## src/rtl/clock_set_pkg.sv

```systemverilog
// rtl/clock_set_pkg.sv - shared field encoding and default timing constants for clock_set_ctrl
package clock_set_pkg;

    localparam int FIELD_W = 3;

    // The state code doubles as the set_field value seen by the display.
    typedef enum logic [FIELD_W-1:0] {
        ST_RUN   = 3'd0,
        ST_SEC   = 3'd1,
        ST_MIN   = 3'd2,
        ST_HOUR  = 3'd3,
        ST_DAY   = 3'd4,
        ST_MONTH = 3'd5,
        ST_YEAR  = 3'd6
    } field_e;

    localparam int DEF_DEBOUNCE_CYC = 4;
    localparam int DEF_TIMEOUT_CYC  = 64;
    localparam int DEF_BLINK_HALF   = 4;

endpackage

```

## src/rtl/btn_debounce.sv

```systemverilog
// rtl/btn_debounce.sv - two-flop synchroniser plus stable-count debouncer for one raw button
module btn_debounce
    import clock_set_pkg::*;
#(
    parameter int DEBOUNCE_CYC = DEF_DEBOUNCE_CYC
)(
    input  logic clk,
    input  logic rst_p,
    input  logic btn,
    output logic deb
);

    localparam int CNT_W = (DEBOUNCE_CYC > 2) ? $clog2(DEBOUNCE_CYC) : 1;
    localparam logic [CNT_W-1:0] CNT_LAST = CNT_W'(DEBOUNCE_CYC - 1);

    logic             sync_1;
    logic             sync_2;
    logic [CNT_W-1:0] cnt;

    // Bring the asynchronous button into the clk domain.
    always_ff @(posedge clk or posedge rst_p) begin
        if (rst_p) begin
            sync_1 <= 1'b0;
            sync_2 <= 1'b0;
        end else begin
            sync_1 <= btn;
            sync_2 <= sync_1;
        end
    end

    // Count consecutive cycles of disagreement; only a full run of them moves the level.
    always_ff @(posedge clk or posedge rst_p) begin
        if (rst_p) begin
            cnt <= '0;
            deb <= 1'b0;
        end else if (sync_2 == deb) begin
            cnt <= '0;
        end else if (cnt == CNT_LAST) begin
            deb <= sync_2;
            cnt <= '0;
        end else begin
            cnt <= cnt + CNT_W'(1);
        end
    end

endmodule

```

## src/rtl/clock_set_ctrl.sv

```systemverilog
// rtl/clock_set_ctrl.sv - front-panel set-mode controller; CLOCK_SET_BLINK_EN adds field blinking
module clock_set_ctrl
    import clock_set_pkg::*;
#(
    parameter int DEBOUNCE_CYC = DEF_DEBOUNCE_CYC,
    parameter int TIMEOUT_CYC  = DEF_TIMEOUT_CYC
`ifdef CLOCK_SET_BLINK_EN
    ,
    parameter int BLINK_HALF   = DEF_BLINK_HALF
`endif
)(
    input  logic               clk,
    input  logic               rst_p,
    input  logic               btn_mode,
    input  logic               btn_inc,
    output logic               pause,
    output logic               switch_second,
    output logic               switch_minute,
    output logic               switch_hour,
    output logic               switch_day,
    output logic               switch_month,
    output logic               switch_year,
    output logic [FIELD_W-1:0] set_field,
    output logic               blink_on
);

    localparam int TO_W = (TIMEOUT_CYC > 2) ? $clog2(TIMEOUT_CYC) : 1;
    localparam logic [TO_W-1:0] TO_LAST = TO_W'(TIMEOUT_CYC - 1);

    logic            deb_mode;
    logic            deb_inc;
    logic            deb_mode_d;
    logic            mode_press;
    field_e          state;
    field_e          state_next;
    logic [TO_W-1:0] to_cnt;
    logic            to_expire;

    btn_debounce #(
        .DEBOUNCE_CYC (DEBOUNCE_CYC)
    ) u_deb_mode (
        .clk   (clk),
        .rst_p (rst_p),
        .btn   (btn_mode),
        .deb   (deb_mode)
    );

    btn_debounce #(
        .DEBOUNCE_CYC (DEBOUNCE_CYC)
    ) u_deb_inc (
        .clk   (clk),
        .rst_p (rst_p),
        .btn   (btn_inc),
        .deb   (deb_inc)
    );

    // One-cycle MODE pulse on a debounced rising edge; releases are ignored.
    always_ff @(posedge clk or posedge rst_p) begin
        if (rst_p) begin
            deb_mode_d <= 1'b0;
            mode_press <= 1'b0;
        end else begin
            deb_mode_d <= deb_mode;
            mode_press <= deb_mode & ~deb_mode_d;
        end
    end

    assign to_expire = (state != ST_RUN) && (to_cnt == TO_LAST);

    // Field-select state register.
    always_ff @(posedge clk or posedge rst_p) begin
        if (rst_p) begin
            state <= ST_RUN;
        end else begin
            state <= state_next;
        end
    end

    // Walk the fields on each MODE press; an expiring timeout overrides a coincident press.
    always_comb begin
        state_next = state;
        if (to_expire) begin
            state_next = ST_RUN;
        end else if (mode_press) begin
            case (state)
                ST_RUN:   state_next = ST_SEC;
                ST_SEC:   state_next = ST_MIN;
                ST_MIN:   state_next = ST_HOUR;
                ST_HOUR:  state_next = ST_DAY;
                ST_DAY:   state_next = ST_MONTH;
                ST_MONTH: state_next = ST_YEAR;
                ST_YEAR:  state_next = ST_RUN;
                default:  state_next = ST_RUN;
            endcase
        end
    end

    // Idle timer: any button activity restarts it, RUN holds it at zero.
    always_ff @(posedge clk or posedge rst_p) begin
        if (rst_p) begin
            to_cnt <= '0;
        end else if ((state == ST_RUN) || to_expire || mode_press || deb_inc) begin
            to_cnt <= '0;
        end else begin
            to_cnt <= to_cnt + TO_W'(1);
        end
    end

    // Outputs decode only registered state and the debounced INC level, so they never glitch.
    always_comb begin
        set_field     = state;
        pause         = (state != ST_RUN);
        switch_second = 1'b0;
        switch_minute = 1'b0;
        switch_hour   = 1'b0;
        switch_day    = 1'b0;
        switch_month  = 1'b0;
        switch_year   = 1'b0;
        case (state)
            ST_SEC:   switch_second = deb_inc;
            ST_MIN:   switch_minute = deb_inc;
            ST_HOUR:  switch_hour   = deb_inc;
            ST_DAY:   switch_day    = deb_inc;
            ST_MONTH: switch_month  = deb_inc;
            ST_YEAR:  switch_year   = deb_inc;
            default:  ;
        endcase
    end

`ifdef CLOCK_SET_BLINK_EN
    localparam int BL_W = (BLINK_HALF > 2) ? $clog2(BLINK_HALF) : 1;
    localparam logic [BL_W-1:0] BL_LAST = BL_W'(BLINK_HALF - 1);

    logic [BL_W-1:0] blink_cnt;
    logic            blink_phase;

    // Blink phase restarts lit on every field change and stays parked while in RUN.
    always_ff @(posedge clk or posedge rst_p) begin
        if (rst_p) begin
            blink_cnt   <= '0;
            blink_phase <= 1'b1;
        end else if ((state == ST_RUN) || (state_next != state)) begin
            blink_cnt   <= '0;
            blink_phase <= 1'b1;
        end else if (blink_cnt == BL_LAST) begin
            blink_cnt   <= '0;
            blink_phase <= ~blink_phase;
        end else begin
            blink_cnt   <= blink_cnt + BL_W'(1);
        end
    end

    assign blink_on = blink_phase | deb_inc | (state == ST_RUN);
`else
    assign blink_on = 1'b1;
`endif

endmodule

```

## config.mk

```make
export PLATFORM = sky130hd
export DESIGN_NAME = clock_set_ctrl
export DESIGN_NICKNAME = d
export VERILOG_FILES = /design/src/rtl/clock_set_pkg.sv /design/src/rtl/btn_debounce.sv /design/src/rtl/clock_set_ctrl.sv
export SDC_FILE = /design/constraint.sdc
export NUM_CORES = 1
export LEC_CHECK = 0
export ABC_AREA = 1
export CAP_MARGIN = 20
export CORE_ASPECT_RATIO = 0.75
export CORE_MARGIN = 2
export CORE_UTILIZATION = 54
export DETAILED_ROUTE_END_ITERATION = 16
export PLACE_DENSITY = 0.86
export SETUP_SLACK_MARGIN = 0.4
export SLEW_MARGIN = 20
export SYNTH_ARGS = -nofsm -noshare
export SYNTH_HDL_FRONTEND = slang
export SYNTH_SLANG_ARGS = --single-unit
```

## constraint.sdc

```tcl
create_clock -name clk -period 2.55 [get_ports clk]
set_input_delay 0.765 -clock clk [delete_from_list [all_inputs] [get_ports clk]]
set_output_delay 0.765 -clock clk [all_outputs]
set_load 0.01 [all_outputs]
```

# Yosys cells after proc, flatten, opt, wreduce, memory -nomap -nowiden
# Index checks and enable logic that the tools add are counted.
[word_totals] reg_bits=21 in_bits=4 out_inout_bits=11 elab_cells=53
[op_classes] n_addsub=3 n_eq_ne=11 n_mux=14 n_bitwise=4 reduce_logical=9
[ops] operator="case mux 3 bit (6 select lines)" count=1
[ops] operator="equality test 3 bit, second input constant" count=3
[ops] operator="2-to-1 mux 2 bit" count=4
[ops] operator="adder 6 x 1 -> 6 bit, second input constant" count=1
[ops] operator="equality test 3 x 2 -> 1 bit, second input constant" count=2
[ops] operator="equality test 6 bit, second input constant" count=1
[ops] operator="2-to-1 mux 1 bit" count=6
[ops] operator="2-to-1 mux 3 bit" count=2
[ops] operator="2-to-1 mux 6 bit" count=1
[ops] operator="adder 2 x 1 -> 2 bit, second input constant" count=2
[ops] operator="equality test 2 bit, second input constant" count=2
[ops] operator="AND reduction 2 bit" count=2
[ops] operator="equality test 3 x 1 -> 1 bit, second input constant" count=1
[ops] operator="logical NOT 3 bit" count=1
[ops] operator="logical OR 1 bit" count=3
[ops] operator="inverter 1 bit" count=3
[ops] operator="nonzero test 3 bit" count=1
[ops] operator="equality test 1 bit" count=2
[ops] operator="nonzero test 2 bit" count=1
[ops] operator="bitwise AND 1 bit" count=1
[ops] operator="logical AND 1 bit" count=1

# Logic depth before layout (Yosys ltp)
# Gate-level depths: netlist of the first run.
[logic_depth] ltp_word=6 ltp_mapped=6 mapped_depth_nobuf=6

# By module
# From an unflattened synthesis of the first run, not the netlist that was laid out.
[hier_totals] cells_unflattened=113 area_unflattened_um2=957.2
[modules_own_cells] mod="clock_set_ctrl" n_inst=1 cells_each=77 area_each_um2=584.3 seq_area_each_um2=275.3
[modules_own_cells] mod="btn_debounce" n_inst=2 cells_each=18 area_each_um2=186.4 seq_area_each_um2=125.1

# Least setup slack after synthesis of the first run
# No wires, ideal clock.
[synth_timing] path_type="flip-flop to output port" start="reg state[0] (netlist: set_field[0])" end="out switch_minute" arrival_time_ns=0.854 required_ns=1.785 path_slack_ns=0.931 stages_incl_launch_ff=4 path_buffers=0 cell_sequence="dfrtp_1 > inv_1 > nand2_1 > nor2_1"
[synth_via] elab_chain_cells=2
[synth_rtl] element="from (decl)" line="clock_set_ctrl.sv:34" text="field_e state;"
[synth_rtl] element="from (signal assigned)" line="clock_set_ctrl.sv:75" text="state <= state_next;"
[synth_rtl] element="equality test 3 x 2 -> 1 bit" line="clock_set_ctrl.sv:119" text="case (state)"
[synth_rtl] element="2-to-1 mux 1 bit" line="clock_set_ctrl.sv:119"
[synth_rtl] element="to (decl)" line="clock_set_ctrl.sv:18" text="output logic switch_minute,"
# Every way passes these cells.

# Final worst setup path of the first run
[layout_timing] start="reg state[1] (netlist: set_field[1])" end="out switch_day"
[layout_via] elab_chain_cells=2
[layout_rtl] element="equality test 3 bit" line="clock_set_ctrl.sv:119"
[layout_rtl] element="2-to-1 mux 1 bit" line="clock_set_ctrl.sv:119"
[layout_rtl] element="to (decl)" line="clock_set_ctrl.sv:20" text="output logic switch_day,"
# Every way passes these cells.

==> results of run 1 <==
-- worst register-to-register path, stage by stage, from the launching register on --
cell                      delay [ps]
sky130_fd_sc_hd__dfrtp_1         450
sky130_fd_sc_hd__ha_1            260
sky130_fd_sc_hd__nand3_2         110
sky130_fd_sc_hd__inv_1            40
sky130_fd_sc_hd__nand2_1         130
sky130_fd_sc_hd__nand3_4         120
sky130_fd_sc_hd__nor2_2          110
-- through the flow --
stage / power (uW) / hold WS (ps)
finish: 1190 / 372
detailed placement: 977 / 343
global placement: 950 / 339
CTS: 1180 / 375
global route: 1280 / 380
floorplan: 803 / 331
-- routing by layer --
| metal | wire length, microns | vias to the layer above |
|---|---|---|
| li1 | - | 352 |
| met1 | 719 | 323 |
| met2 | 911 | 30 |
| met3 | 115 | 5 |
| met4 | 38 | 0 |
| met5 | 0 | - |
-- flip-flops by register name (all words and copies together), names as in the netlist --
register           flops
u_deb_mode.cnt         2
u_deb_inc.sync_1       1
mode_press             1
u_deb_inc.deb          1
deb_mode_d             1
set_field              3
u_deb_inc.cnt          2
u_deb_inc.sync_2       1
to_cnt                 6
u_deb_mode.sync_2      1
u_deb_mode.deb         1
u_deb_mode.sync_1      1
-- repair_timing --
| action | CTS | global route |
|---|---|---|
| gates resized for setup | 11 | 6 |
| pin swaps | 0 | 0 |
| setup buffers | 5 | 0 |
| setup endpoints to repair | 9 | 5 |
-- path summary, 6_finish.rpt --
path / cells after the start / endpoint
max: 3 / switch_day
min: 0 / u_deb_mode.sync_2$_DFF_PP0_
max reg2reg: 6 / to_cnt[5]$_DFF_PP0_
min reg2reg: 0 / u_deb_mode.sync_2$_DFF_PP0_
max in group asynchronous: 3 / set_field[2]$_DFFE_PP0P_
min in group asynchronous: 2 / u_deb_mode.cnt[1]$_DFF_PP0_
-- synthesized netlist by cell type (all sizes together) --
| master | number |
|---|---|
| nor2 | 17 |
| nand2 | 19 |
| nand3 | 10 |
| dfrtp | 21 |
| nor3 | 3 |
| xnor2 | 3 |
| inv | 13 |
| buf | 1 |
| ha | 3 |
| mux2 | 1 |
| a21oi | 1 |
| xor2 | 2 |
| o21ai | 3 |
| conb | 1 |
-- area by class of cell --
type | instances | area (sq um)
Inverter | 13 | 48.8
Clock buffer | 3 | 22.5
Tap cell | 21 | 26.3
Sequential cell | 21 | 528
Timing Repair Buffer | 19 | 164
Fill cell | 108 | 395
Multi-Input combinational cell | 63 | 354
Clock inverter | 1 | 7.51
-- power groups by stage --
stage	Sequential, uW	Clock [uW]	Combinational, uW
floorplan	516	0	287
global placement	522	0	428
detailed placement	528	0	449
CTS	501	180	501
global route	513	186	577
finish	503	169	515
-- cell families after synthesis --
logic type | after synthesis | synth area share (%)
other | 1 | 0.402
AOI/OAI and AO/OA | 4 | 2.14
adders and majority gates | 3 | 4.02
DFF | 21 | 56.3
xor gates and xnor gates | 5 | 4.69
muxes | 1 | 1.21
and+or+nand+nor | 49 | 25.2
buffers and inverters | 14 | 6.03
==> results.md, run 1 <==
- grt met3 use: 7.09%
- final worst-path cycle share: 82.4%
- horizontal die dimension: 52.0 microns
- Clk Latency, worst-skew pair: 320 ps
- r2r startpoint: to_cnt[0]$_DFF_PP0_
- antenna-violating nets left: 0
- most common cell after layout, fill and taps aside: sky130_fd_sc_hd__dfrtp_1
- share of final-layout standard cells stronger than drive strength 1: 19.2%
- CTS max path bufs: 2
- gr ovfl total: 0
- result of the run: finished, final reports clean
- core outline area: 1550 sq um
- met1 routing resource usage after global routing: 23.4%
- internal power: 719 uW
- syn nets: 105
- Top Ports: 15
- via count: 710
- Avg Synthesized Cell Area: 9.52 sq um
- maximum vdd drop: 0.642 mV
- Remaining DRCs: 0
- overall routed net length: 1790 microns
- setup slack of the worst register-to-register path: 1270 ps
- number of buffers created by CTS: 3
- TritonCTS clock tree: yes
- clock sink count: 21
- count of buffers from port buffering: 13
- Post-layout nets: 128
- category of the worst setup path launch point: flip-flop
- core utilization of the finished layout: 74.4%
- Die ar.: 2080 sq um
- part of the power in the clock network: 14.3%
- dpl ws: 441 ps
- diode count: 0
- RSZ-0062 raised after global routing: no
- First-pass DRT Iterations: 4
- area delta synth->final: 23.3%
- Final GP Congestion: 0.867
- Clock Skew: 2.43 ps
- worst path required time: 1790 ps
- count of hold buffers inserted by post-cts repair: 0
- sequential power share: 42.3%
- timing startpoint of the critical path: set_field[1]$_DFFE_PP0P_
- all-layer global routing usage: 22.7%
- aggregate negative setup slack: 0 ps
- Clock Root Buffer: sky130_fd_sc_hd__clkbuf_4
- Final Hold Viols: 0
- least setup slack across all paths after layout: 450 ps
- Post-Place Cell Area: 1090 sq um
- min cycle time layout: 2100 ps
- kind of end point of the critical path: output pin
- Logic pwr share: 43.4%
- synth unique cells: 20
- global routing's busiest layer: met2
- switching power: 469 uW
- commonest cells after routing, fill and taps aside: sky130_fd_sc_hd__dfrtp_1 (19), sky130_fd_sc_hd__nand2_1 (17), sky130_fd_sc_hd__nor2_1 (16)
- family with the most delay on the worst path: flip-flops
- maximum number of pins on one net before global-route repair: 16
- DR WL/cell: 12.7 microns
- placed cell count: 132
- sequential element share of the synthesized area: 56.3%
- first-pass GRT wire length: 3080 microns
- Clock H-tree levels: 1
- CP Data Arrival Time: 1340 ps
- type of the worst setup path: flip-flop to output pin
- maxcap violations: 0
- static leakage power: 0.000577 uW
- post-synth top area cell: sky130_fd_sc_hd__dfrtp_1
- peak fanout along the critical path: 3
- Final Setup Violations: 0
- final instance count without filler cells: 141
- num rows: 12
- power density over cell area: 1030 nW/um^2
- sum of net half-perimeters after detailed placement: 1200 microns
- number of pins exceeding their max-slew limit in the final report: 0
- Slowest Stage Delay on Critical Path: 440 ps
- register clock-pin slew on the reported worst setup and hold paths: 120 ps
- antenna violations before repair: 0
- Sw Share: 39.5%
- summed area of non-filler cells in the final layout: 1150 sq um
- GR Util met2: 41.1%
- register bit total from synthesis: 21
- routed vias/inst: 5.04
- effective utilization at floorplan: 60.4%
- hold path startpoint: u_deb_mode.sync_1$_DFF_PP0_
- synthesized instance count: 98
- area fraction of the dominant cell type after synthesis: 56.3%
- maximum frequency from static timing analysis: 476 MHz
- top cells by area, synth: sky130_fd_sc_hd__dfrtp_1 (56%), sky130_fd_sc_hd__nand2_1 (7.2%), sky130_fd_sc_hd__nor2_1 (6.4%)
- cell breakdown of the critical path: buf_4, nor3_1, clkbuf_2
- Yosys warnings: 0
- die height: 40.0 microns
- via count of the first global-routing pass: 717
- crit path buf inv count: 2
- class of the tightest hold or removal check: flip-flop to flip-flop
- highest-delay cell along the critical path: sky130_fd_sc_hd__dfrtp_2
- drt first-iter violations: 12
- cell area after synthesis: 933 sq um
(Power assumes the default switching activity.)
==> run 2, diff against run 1 <==
--- a/config.mk
+++ b/config.mk
@@ -9,9 +9,9 @@
 export CAP_MARGIN = 20
 export CORE_ASPECT_RATIO = 0.75
 export CORE_MARGIN = 2
-export CORE_UTILIZATION = 54
+export CORE_UTILIZATION = 51
 export DETAILED_ROUTE_END_ITERATION = 16
-export PLACE_DENSITY = 0.86
+export PLACE_DENSITY = 0.83
 export SETUP_SLACK_MARGIN = 0.4
 export SLEW_MARGIN = 20
 export SYNTH_ARGS = -nofsm -noshare
==> constraint.sdc (replaced) <==
create_clock -name clk -period 2.2 [get_ports clk]
set_input_delay 0.66 -clock clk [delete_from_list [all_inputs] [get_ports clk]]
set_output_delay 0.66 -clock clk [all_outputs]
set_load 0.01 [all_outputs]
==> results.md, run 2 (same netlist as run 1, synthesis figures left out) <==
- RSZ-0062 raised after global routing: yes
- category of the worst setup path launch point: flip-flop
- worst path required time: 1540 ps
- least setup slack across all paths after layout: 330 ps
- most common cell after layout, fill and taps aside: sky130_fd_sc_hd__dfrtp_1
- DR WL/cell: 13.6 microns
- placed cell count: 133
- antenna violations before repair: 0
- share of final-layout standard cells stronger than drive strength 1: 34.9%
- most flop-heavy register: to_cnt
- count of buffers from port buffering: 13
- Post-layout nets: 134
- final worst-path cycle share: 85.0%
- Remaining DRCs: 0
- Clock H-tree levels: 1
- class of the tightest hold or removal check: flip-flop to flip-flop
- overall routed net length: 2010 microns
- die height: 41.1 microns
- num rows: 13
- Top Ports: 15
- core outline area: 1720 sq um
- type of the worst setup path: flip-flop to output pin
- Final Hold Viols: 0
- Clk Latency, worst-skew pair: 300 ps
- all-layer global routing usage: 19.9%
- diode count: 0
- area used by multi-input combinational logic: 382 sq um
- static leakage power: 0.000626 uW
- Sequential cell area: 529 sq um
- FF-to-FF path depth: 6
- area delta synth->final: 32.2%
- gr ovfl total: 0
- horizontal die dimension: 53.4 microns
- r2r startpoint: to_cnt[0]$_DFF_PP0_
- Die ar.: 2190 sq um
- CP Data Arrival Time: 1210 ps
- power density over cell area: 1250 nW/um^2
- total power: 1550 uW
- drt first-iter violations: 14
- result of the run: finished, final reports clean
- worst hold endpoint: u_deb_inc.sync_2$_DFF_PP0_
- maximum vdd drop: 0.892 mV
- min cycle time layout: 1870 ps
- TritonCTS clock tree: yes
- Final GP Congestion: 0.774
- hold path startpoint: u_deb_inc.sync_1$_DFF_PP0_
- setup slack of the worst register-to-register path: 890 ps
- via count: 773
- via count of the first global-routing pass: 737
- number of pins exceeding their max-slew limit in the final report: 0
- maximum frequency from static timing analysis: 535 MHz
- maxcap violations: 0
- final instance count without filler cells: 148
- Clock Skew: 7.67 ps
- CTS max path bufs: 2
- smallest hold slack: 365 ps
- number of buffers created by CTS: 3
- clock sink count: 21
- Worst Hold Depth: 0
- number of filler instances in the final layout: 129
- sum of net half-perimeters after detailed placement: 1280 microns
- antenna-violating nets left: 0
- routed vias/inst: 5.22
- Clock Root Buffer: sky130_fd_sc_hd__clkbuf_4
- First-pass DRT Iterations: 4
- dpl ws: 180 ps
- register clock-pin slew on the reported worst setup and hold paths: 110 ps
- count of hold buffers inserted by post-cts repair: 0
- aggregate negative setup slack: 0 ps
- commonest cells after routing, fill and taps aside: sky130_fd_sc_hd__dfrtp_1 (18), sky130_fd_sc_hd__nand2_1 (13), sky130_fd_sc_hd__nor2_1 (13)
- maximum number of pins on one net before global-route repair: 22
- peak fanout along the critical path: 3
- effective utilization at floorplan: 54.1%
- max reg flops: 6
- Final Setup Violations: 0
- critical register-to-register path endpoint: to_cnt[0]$_DFF_PP0_
- first-pass GRT wire length: 2900 microns
- kind of end point of the critical path: output pin
run 2: changes by cell type in the layout (fill, tap and decap cells not counted), sizes merged:
| cell | delta |
|---|---|
| clkdlybuf4s50 | -2 |
| clkdlybuf4s15 | -2 |
| dlygate4sd2 | -3 |
| clkinvlp | -1 |
| buf | +14 |
run 2: how the worst max path moves through the flow:
stage	from	end	cells after the start
after floorplan	set_field[0]$_DFFE_PP0P_	switch_minute	3
after global placement	set_field[2]$_DFFE_PP0P_	switch_day	3
after detailed placement	set_field[0]$_DFFE_PP0P_	switch_minute	4
after CTS	set_field[2]$_DFFE_PP0P_	switch_second	4
after global routing	set_field[2]$_DFFE_PP0P_	switch_month	4
final	set_field[2]$_DFFE_PP0P_	switch_month	4
run 2: layout make-up:
cell class	instances	share of cell area (%)
Sequential cell	21	42.9
Tap cell	22	2.23
Multi-Input combinational cell	63	30.9
Clock buffer	4	2.13
Timing Repair Buffer	25	17.6
Inverter	13	4.16
run 2: stage by stage:
step | instance area, sq um | util (%)
finish | 1230 | 71.6
global route | 1230 | 71.6
CTS | 1170 | 67.6
detailed placement | 1090 | 63.3
global placement | 1090 | 63.3
floorplan | 933 | -
run 2: metal layers:
layer | part of all wire, % | global-route usage, % | up-vias | wire, microns
met5 | 0 | 0 | - | 0
li1 | - | - | 358 | -
met3 | 4.7 | 5.84 | 8 | 94
met4 | 2.6 | 14.7 | 0 | 53
met2 | 55 | 37.3 | 31 | 1110
met1 | 37 | 19.1 | 376 | 753
run 2: worst max-delay path, stage by stage (launching register included):
cell and delay, ps:
sky130_fd_sc_hd__dfrtp_2 420, sky130_fd_sc_hd__buf_4 130, sky130_fd_sc_hd__nand2_2 80, sky130_fd_sc_hd__nor2_2 130, sky130_fd_sc_hd__buf_2 140
run 2: where the power goes:
part | total (uW) | internal [uW] | switching (uW)
Sequential | 612 | 499 | 112
Clock | 183 | 70.7 | 112
Combinational | 752 | 366 | 386
run 2: repair_timing:
item / 4_1_cts / 5_1_grt
cloned: 0 / 0
gates resized for setup: 43 / 12
endpoints found under the setup margin: 10 / 8
pin swaps: 3 / 3
setup buffers: 8 / 3
==> run 3, diff against run 2 <==
--- a/config.mk
+++ b/config.mk
@@ -9,9 +9,9 @@
 export CAP_MARGIN = 20
 export CORE_ASPECT_RATIO = 0.75
 export CORE_MARGIN = 2
-export CORE_UTILIZATION = 51
+export CORE_UTILIZATION = 46
 export DETAILED_ROUTE_END_ITERATION = 16
-export PLACE_DENSITY = 0.83
+export PLACE_DENSITY = 0.79
 export SETUP_SLACK_MARGIN = 0.4
 export SLEW_MARGIN = 20
 export SYNTH_ARGS = -nofsm -noshare
==> constraint.sdc (replaced) <==
create_clock -name clk -period 1.6 [get_ports clk]
set_input_delay 0.48 -clock clk [delete_from_list [all_inputs] [get_ports clk]]
set_output_delay 0.48 -clock clk [all_outputs]
set_load 0.01 [all_outputs]
==> results.md, run 3 (same netlist as run 1, synthesis figures left out) <==
- antenna violations before repair: 0
- most common cell after layout, fill and taps aside: sky130_fd_sc_hd__dfrtp_1
- peak fanout along the critical path: 3
- core outline area: 1960 sq um
- gr ovfl total: 0
- core utilization of the finished layout: 71.7%
- final instance count without filler cells: 161
- placed cell count: 143
- smallest hold slack: 360 ps
- sequential power share: 33.1%
- part of the power in the clock network: 9.9%
- via count: 801
- count of buffers from port buffering: 13
- failing checks: setup timing
- area delta synth->final: 50.7%
- min cycle time layout: 1660 ps
- routed vias/inst: 4.98
- maximum frequency from static timing analysis: 602 MHz
- horizontal die dimension: 56.0 microns
- DR WL/cell: 13.8 microns
- sum of net half-perimeters after detailed placement: 1350 microns
- Clock H-tree levels: 1
- Final Setup Violations: 7
- Clk Latency, worst-skew pair: 290 ps
- Logic pwr share: 57.1%
- static leakage power: 0.000713 uW
- via count of the first global-routing pass: 787
- total power: 2510 uW
- number of pins exceeding their max-slew limit in the final report: 0
- all-layer global routing usage: 16.6%
- Sw Share: 39.6%
- least setup slack across all paths after layout: -62.5 ps
- overall routed net length: 2220 microns
- clock sink count: 21
- CP Data Arrival Time: 1180 ps
- count of hold buffers inserted by post-cts repair: 0
- Post-layout nets: 145
- type of the worst setup path: flip-flop to output pin
- Remaining DRCs: 0
- kind of end point of the critical path: output pin
- Final GP Congestion: 0.797
- effective utilization at floorplan: 47.6%
- commonest cells after routing, fill and taps aside: sky130_fd_sc_hd__dfrtp_1 (18), sky130_fd_sc_hd__buf_6 (14), sky130_fd_sc_hd__buf_4 (14)
- Clock Skew: 0.847 ps
- First-pass DRT Iterations: 4
- internal power: 1510 uW
- number of buffers created by CTS: 3
- share of final-layout standard cells stronger than drive strength 1: 50.4%
- first-pass GRT wire length: 3100 microns
- num rows: 14
- maxcap violations: 0
- max reg flops: 6
- number of filler instances in the final layout: 135
- worst path required time: 1120 ps
- drt first-iter violations: 19
- result of the run: complete, but fails checks
- CTS max path bufs: 2
- maximum vdd drop: 1.12 mV
- TritonCTS clock tree: yes
- diode count: 0
- Die ar.: 2410 sq um
- register clock-pin slew on the reported worst setup and hold paths: 110 ps
- Clock Root Buffer: sky130_fd_sc_hd__clkbuf_4
- Final Hold Viols: 0
- RSZ-0062 raised after global routing: yes
- antenna-violating nets left: 0
- power density over cell area: 1780 nW/um^2
- category of the worst setup path launch point: flip-flop
- Top Ports: 15
- final worst-path cycle share: 104%
- switching power: 993 uW
- class of the tightest hold or removal check: flip-flop to flip-flop
- die height: 43.0 microns
- maximum number of pins on one net before global-route repair: 22
- most flop-heavy register: to_cnt
## run 3: cell types whose count changed in the layout (fill, tap and decap cells not counted), sizes merged
cell         previous run  this run
dlygate4sd2             2         0
clkbuf                  4         3
clkinv                  0         1
buf                    20        33
## run 3: power groups by stage
| stage | sequential (uW) | combinational, uW | clock, uW |
|---|---|---|---|
| 6_report | 830 | 1430 | 247 |
| 3_5_place_dp | 834 | 938 | 0 |
| 3_3_place_gp | 818 | 898 | 0 |
| 2_1_floorplan | 842 | 505 | 0 |
| 5_1_grt | 845 | 1540 | 276 |
| 4_1_cts | 792 | 1170 | 252 |
## run 3: final timing paths
path / startpoint / endpoint / slack (ps) / cells past startpoint
setup / recovery: set_field[1]$_DFFE_PP0P_ / switch_day / -60 / 3
hold / removal: u_deb_mode.sync_1$_DFF_PP0_ / u_deb_mode.sync_2$_DFF_PP0_ / 360 / 0
setup reg to reg: set_field[2]$_DFFE_PP0P_ / set_field[1]$_DFFE_PP0P_ / 360 / 7
hold reg to reg: u_deb_mode.sync_1$_DFF_PP0_ / u_deb_mode.sync_2$_DFF_PP0_ / 360 / 0
max in group asynchronous: rst_p / set_field[1]$_DFFE_PP0P_ / 870 / 3
min in group asynchronous: rst_p / u_deb_mode.cnt[0]$_DFF_PP0_ / 500 / 3
## run 3: per-stage QoR
stage | instance area (sq um) | worst slack [ps] | setup TNS, ps
2_1_floorplan | 967 | 350 | 0
3_3_place_gp | 1190 | -76.2 | -372
3_5_place_dp | 1190 | -96.3 | -513
4_1_cts | 1300 | -47.2 | -217
5_1_grt | 1410 | -135 | -692
6_report | 1410 | -62.5 | -310
## run 3: area by class of cell
cell class	instances	area (sq um)	area share, %
timing repair buffer	36	318	22.6
clock inverter	1	5.00	0.356
sequential	21	529	37.6
inverter	13	53.8	3.83
multi-input combinational	63	448	31.9
tap	24	30.0	2.14
clock buffer	3	22.5	1.60
## run 3: routing by layer
metal / part of all wire (%) / track usage (%) / vias to the layer above
met4: 3.7 / 8.57 / 0
li1: - / - / 378
met2: 52 / 32.2 / 32
met5: 0 / 0 / -
met3: 4.8 / 3.05 / 10
met1: 40 / 17.1 / 381
## run 3: worst max-delay path, stage by stage (launching register included)
cell and delay [ps]:
sky130_fd_sc_hd__dfrtp_2 450, sky130_fd_sc_hd__buf_4 140, sky130_fd_sc_hd__nor3_2 150, sky130_fd_sc_hd__buf_2 150
## run 3: repair_timing
action                                  in CTS  in global routing
pin swaps                                    2                  7
endpoints found under the setup margin      18                 18
setup buffers                               10                  4
resized for setup                           54                 21
